## src/rtl/sched_pkg.sv

```systemverilog
// Shared encodings for the LabSO process scheduler: slot states, switch FSM
// states and the context-switch event types.
package sched_pkg;

  typedef enum logic [1:0] {
    SLOT_FREE    = 2'd0,
    SLOT_READY   = 2'd1,
    SLOT_RUNNING = 2'd2,
    SLOT_BLOCKED = 2'd3
  } slot_state_t;

  typedef enum logic [1:0] {
    ST_RUN,
    ST_SAVE,
    ST_SELECT,
    ST_RESTORE
  } sched_state_t;

  typedef enum logic [1:0] {
    EV_FINISH,
    EV_IO_TRAP,
    EV_PREEMPT
  } sched_event_t;

endpackage

```

## src/rtl/rr_picker.sv

```systemverilog
// Rotating-priority picker: first set bit of ready after start, wrapping,
// with start itself searched last. Bit 0 (the OS slot) is never picked.
module rr_picker #(
  parameter int unsigned NUM_PROC = 4,
  parameter int unsigned PIDW     = 2
) (
  input  logic [NUM_PROC-1:0] ready,
  input  logic [PIDW-1:0]     start,
  output logic [PIDW-1:0]     pick,
  output logic                found
);

  logic [NUM_PROC-1:0] cand;
  logic [PIDW-1:0]     idx;

  always_comb begin
    cand    = ready;
    cand[0] = 1'b0;
    pick    = '0;
    found   = 1'b0;
    idx     = '0;
    // NUM_PROC is a power of two, so truncating the sum is the modulo wrap
    for (int unsigned i = 1; i <= NUM_PROC; i++) begin
      idx = start + PIDW'(i);
      if (!found && cand[idx]) begin
        pick  = idx;
        found = 1'b1;
      end
    end
  end

endmodule

```

## src/rtl/process_scheduler.sv

```systemverilog
// Round-robin process scheduler: slot table (state + saved PC) and the
// RUN -> SAVE -> SELECT -> RESTORE context-switch sequencer.
module process_scheduler
  import sched_pkg::*;
#(
  parameter int unsigned           NUM_PROC    = 4,
  parameter int unsigned           PC_WIDTH    = 32,
  parameter logic [PC_WIDTH-1:0]   OS_ENTRY_PC = '0,
  localparam int unsigned          PIDW        = $clog2(NUM_PROC)
) (
  input  logic                clock,
  input  logic                reset,
  input  logic                preempt,
  input  logic                io_trap,
  input  logic                proc_finish,
  input  logic [PC_WIDTH-1:0] saved_pc,
  input  logic                io_done,
  input  logic [PIDW-1:0]     io_done_pid,
  input  logic                create_valid,
  input  logic [PIDW-1:0]     create_pid,
  input  logic [PC_WIDTH-1:0] create_pc,
  output logic                create_ack,
  output logic [PIDW-1:0]     current_pid,
  output logic                load_pc_valid,
  output logic [PC_WIDTH-1:0] load_pc,
  output logic                busy
);

  sched_state_t        state, state_next;
  slot_state_t         slot_st [NUM_PROC];
  logic [PC_WIDTH-1:0] slot_pc [NUM_PROC];

  logic [PIDW-1:0]     last_pid;
  logic [PIDW-1:0]     pick, pick_q;
  logic                found;
  logic [NUM_PROC-1:0] ready_vec;

  sched_event_t        ev_q, ev_next;
  logic                ev_latch;
  logic [PC_WIDTH-1:0] ev_pc_q;

  always_comb begin
    for (int unsigned i = 0; i < NUM_PROC; i++) begin
      ready_vec[i] = (slot_st[i] == SLOT_READY);
    end
  end

  rr_picker #(
    .NUM_PROC (NUM_PROC),
    .PIDW     (PIDW)
  ) u_picker (
    .ready (ready_vec),
    .start (last_pid),
    .pick  (pick),
    .found (found)
  );

  always_ff @(posedge clock) begin
    if (reset) state <= ST_RUN;
    else       state <= state_next;
  end

  always_comb begin
    state_next = state;
    ev_latch   = 1'b0;
    ev_next    = EV_PREEMPT;
    unique case (state)
      ST_RUN: begin
        if (current_pid != '0) begin
          if (proc_finish) begin
            ev_next  = EV_FINISH;
            ev_latch = 1'b1;
          end else if (io_trap) begin
            ev_next  = EV_IO_TRAP;
            ev_latch = 1'b1;
          end else if (preempt) begin
            ev_next  = EV_PREEMPT;
            ev_latch = 1'b1;
          end
          if (ev_latch) state_next = ST_SAVE;
        end else if (found) begin
          // OS has no context to save, go straight to selection
          state_next = ST_SELECT;
        end
      end
      ST_SAVE:    state_next = ST_SELECT;
      ST_SELECT:  state_next = ST_RESTORE;
      ST_RESTORE: state_next = ST_RUN;
      default:    state_next = ST_RUN;
    endcase
  end

  assign busy = (state != ST_RUN);

  // Create only hits FREE slots, io_done only BLOCKED ones, SAVE only the
  // RUNNING one and RESTORE only the READY pick, so the writes never collide.
  always_ff @(posedge clock) begin
    if (reset) begin
      for (int unsigned i = 0; i < NUM_PROC; i++) begin
        slot_st[i] <= SLOT_FREE;
        slot_pc[i] <= '0;
      end
      current_pid   <= '0;
      last_pid      <= '0;
      pick_q        <= '0;
      ev_q          <= EV_PREEMPT;
      ev_pc_q       <= '0;
      load_pc       <= '0;
      load_pc_valid <= 1'b0;
      create_ack    <= 1'b0;
    end else begin
      load_pc_valid <= 1'b0;
      create_ack    <= 1'b0;

      if (ev_latch) begin
        ev_q    <= ev_next;
        ev_pc_q <= saved_pc;
      end

      if (create_valid && create_pid != '0 && slot_st[create_pid] == SLOT_FREE) begin
        slot_st[create_pid] <= SLOT_READY;
        slot_pc[create_pid] <= create_pc;
        create_ack          <= 1'b1;
      end

      if (io_done && io_done_pid != '0 && slot_st[io_done_pid] == SLOT_BLOCKED) begin
        slot_st[io_done_pid] <= SLOT_READY;
      end

      unique case (state)
        ST_SAVE: begin
          unique case (ev_q)
            EV_FINISH: slot_st[current_pid] <= SLOT_FREE;
            EV_IO_TRAP: begin
              slot_st[current_pid] <= SLOT_BLOCKED;
              slot_pc[current_pid] <= ev_pc_q;
            end
            default: begin
              slot_st[current_pid] <= SLOT_READY;
              slot_pc[current_pid] <= ev_pc_q;
            end
          endcase
        end
        ST_SELECT: pick_q <= pick;
        ST_RESTORE: begin
          current_pid   <= pick_q;
          load_pc_valid <= 1'b1;
          if (pick_q != '0) begin
            slot_st[pick_q] <= SLOT_RUNNING;
            last_pid        <= pick_q;
            load_pc         <= slot_pc[pick_q];
          end else begin
            load_pc <= OS_ENTRY_PC;
          end
        end
        default: ;
      endcase
    end
  end

endmodule

```

## config.mk

```make
export PLATFORM = sky130hd
export DESIGN_NAME = process_scheduler
export DESIGN_NICKNAME = d
export VERILOG_FILES = /design/src/rtl/sched_pkg.sv /design/src/rtl/rr_picker.sv /design/src/rtl/process_scheduler.sv
export SDC_FILE = /design/constraint.sdc
export NUM_CORES = 1
export LEC_CHECK = 0
export BUFFER_PORTS_ARGS = -buffer_cell sky130_fd_sc_hd__buf_2
export CORE_MARGIN = 4
export CORE_UTILIZATION = 58
export CTS_CLUSTER_DIAMETER = 120
export DETAILED_ROUTE_END_ITERATION = 7
export GPL_TIMING_DRIVEN = 1
export HOLD_SLACK_MARGIN = 0.12
export PLACE_DENSITY_LB_ADDON = 0.15
export SYNTH_ARGS = -nofsm -noshare
export SYNTH_HDL_FRONTEND = slang
export SYNTH_SLANG_ARGS = --single-unit
export TNS_END_PERCENT = 10
```

## constraint.sdc

```tcl
create_clock -name clock -period 2.9 [get_ports clock]
set_clock_uncertainty 0.05 [all_clocks]
set_input_delay 0.58 -clock clock [delete_from_list [all_inputs] [get_ports clock]]
set_output_delay 0.58 -clock clock [all_outputs]
set_load 0.02 [all_outputs]
```

==> run metrics <==
outcome=complete, no violations; Synth cell types=45; routability cong.=0.844; P_sw=about 1.5 mW; drt pass-1 iters=5; internal power=between 5 and 6 mW; CTS root buf=clkbuf_16; post-CTS sizing=0; P per Cell Area=608 nW/um^2; max capacitance violation total=0; Final period util=between 80% and 90%; Avg Inst Size Synth=roughly 12 um^2; Die Area=between 15000 and 20000 um^2; Worst setup SP type=flop; Max Clk Rate=between 400 and 500 MHz; number of global-route vias before repair=6915; Port Buf Inserts=roughly 110; Multi-input gate area=about 3400 um^2; initial antenna violation count=0; Synth-to-Final Area Change=15.3%; CTS buffer count=22; Cell Area, Synth=roughly 9300 um^2; hold_buf cts=0; # setup viols final=0; Post-synth EDFFs=approximately 130; Top Ports=~110; most common cell after layout, fill and taps aside=nand2_1; die width=approximately 130 um; Syn Nets=just under 900; reg-to-reg slack, setup=0.57 ns; Placement Rows=46; Total GRT Usage=24.8%; WP data arrival=roughly 2.4 ns; first-pass GRT wire length=around 36000 um; DRT iter0 DRCs=around 640; setup_tns=0 ns; flops & latches, synth=about 210; # diodes=0; Critical Path RT=around 3.0 ns; maximum vdd ir drop=approximately 0.36 mV; R2R depth=5; sequential power share=just over 50%; routed vias=approximately 6700; Crit. End Element=flop; slew margin rel.=roughly 37%; vias per cell=5.93; H-tree depth=1; cells after synthesis=roughly 810; Sw Ratio=between 20% and 30%; largest net degree at the start of global routing=65; Starting Density=slightly below 60%; clk buf depth=3; Fillers=about 1200; asr flop ratio synth=0%; DRC=0; R2R Path End=slot_pc[1][19]; sequential fraction of the synthesis area=59.9%; average wire per standard cell=19.8 um; Min-Delay Path Class=in2reg; register area=approximately 5600 um^2; Post-CTS Setup Inserts=0; final WL=22400 um; crit path to=slot_pc[1][19]; RSZ-0062 raised after global routing=no; CP startpoint=state[1]; latest clock arrival within the worst-skew pair=0.50 ns; Final Hold Violating Endpoints=0; core area=approximately 16000 um^2; clock sink total=212; combinational power share=between 7 and 8%; Pwr Total=between 6 and 7 mW; worst setup path class=reg2reg; share of cells above drive strength 1=22.8%; worst-margin pin slew=0.950 ns; most frequent cells in the layout=nand2_1, edfxtp_1, buf_2, dfxtp_1, a22o_1; YS warnings=0; largest fanout on the critical path=32; Post-DP HPWL=approximately 14000 um; gr ovfl total=0; Period minus WS final=about 2.3 ns; Post-synth top flop=edfxtp_1; CTS tree=yes; Reg-to-Reg Start=state[1]; CTS clk-pin slew, worst paths=0.06 ns; Max Slew Vio Count=0; Die Ht=~130 um; NumNets Final=979; clock network fraction of total power=slightly above 40%; ANT nets after route=0; Leak Pwr=just over 4 nW
-- per-layer routing --
layer / global-route usage [%] / up-vias / share of wire [%]
met5: 0 / - / 0
met1: 31.7 / 3273 / 39
li1: - / 3119 / -
met2: 43.7 / 282 / 51
met3: 3.61 / 41 / 7.7
met4: 8.48 / 0 / 2.4
-- cell type report --
type	count	share of cell area, %
Multi-Input combinational cell	527	31.9
Clock inverter	8	0.349
Inverter	7	0.244
Timing Repair Buffer	130	6.96
Sequential cell	212	52.0
Clock buffer	32	6.04
Tap cell	216	2.51
-- how the worst min path moves through the flow --
stage | startpoint | end | slack [ns] | cells past startpoint
detailed placement | load_pc[3] | load_pc[3] | 0.41 | 1
global placement | last_pid[0] | last_pid[0] | 0.40 | 2
global route | saved_pc[0] | ev_pc_q[0] | 0.26 | 3
CTS | saved_pc[26] | ev_pc_q[26] | 0.26 | 3
finish | saved_pc[0] | ev_pc_q[0] | 0.27 | 3
floorplan | last_pid[0] | last_pid[0] | 0.39 | 2
-- cells by family after synthesis --
group | after synthesis | synth area share (%)
buffers and inverters | 68 | 3.64
AND/OR/NAND/NOR | 296 | 14.3
AO/OA/AOI/OAI | 192 | 13.6
adder cells (fa/ha/maj) | 5 | 0.644
multiplexers | 34 | 7.94
flip-flops | 212 | 59.9
-- flip-flops by register name (all words and copies together), names as in the netlist, 6 cells and up, named ones only --
register,cells
slot_pc,128
slot_st,6
ev_pc_q,32
load_pc,32
-- Yosys cell counts, drive strengths merged (2+ instances only) --
cell     count  area share [%]
or4          2            0.16
and4b        3            0.32
dfxtp       78              17
nand2b      10            0.67
a21oi       43             2.3
buf         33             2.2
nand3b       4            0.32
or3          2            0.13
o2bb2ai      2            0.19
clkbuf      28             1.1
nor4bb       2            0.21
mux4        32             7.7
edfxtp     134              43
and2        32             2.1
nand2      203             8.2
a22o        64             6.0
a22oi        2            0.27
and3         3            0.20
nor2        19            0.76
o21ai       71             3.8
nand3        2            0.11
nor2b        5            0.36
ha           4            0.54
nor3         4            0.21
mux2i        2            0.21
inv          7            0.28
o21a         2            0.16
-- per-stage QoR --
step / cell area, um^2 / instances / utilization [%] / hold WS [ns] / worst slack (ns)
floorplan: 9330 / 807 / - / 0.386 / 0.521
global placement: 10100 / 1092 / 63.6 / 0.395 / 0.473
detailed placement: 10100 / 1092 / 63.6 / 0.408 / 0.429
CTS: 10800 / 1132 / 67.9 / 0.257 / 0.556
global route: 10800 / 1132 / 67.9 / 0.262 / 0.413
finish: 10800 / 1132 / 67.9 / 0.275 / 0.574
-- worst max-delay path, cell delays in order, from the launching register on --
cell,delay (ns)
dfxtp_1,0.33
inv_1,0.10
ha_1,0.30
nand2_1,0.16
nor3b_4,0.22
or3_2,0.77
-- power groups by stage --
stage / combinational (mW) / sequential (mW) / clock (mW)
floorplan: 0.328 / 3.41 / 0
global placement: 0.473 / 3.45 / 0
global route: 0.525 / 3.41 / 2.82
finish: 0.487 / 3.40 / 2.66
CTS: 0.488 / 3.40 / 2.70
detailed placement: 0.487 / 3.46 / 0
Power figures use the tool's default switching activity.
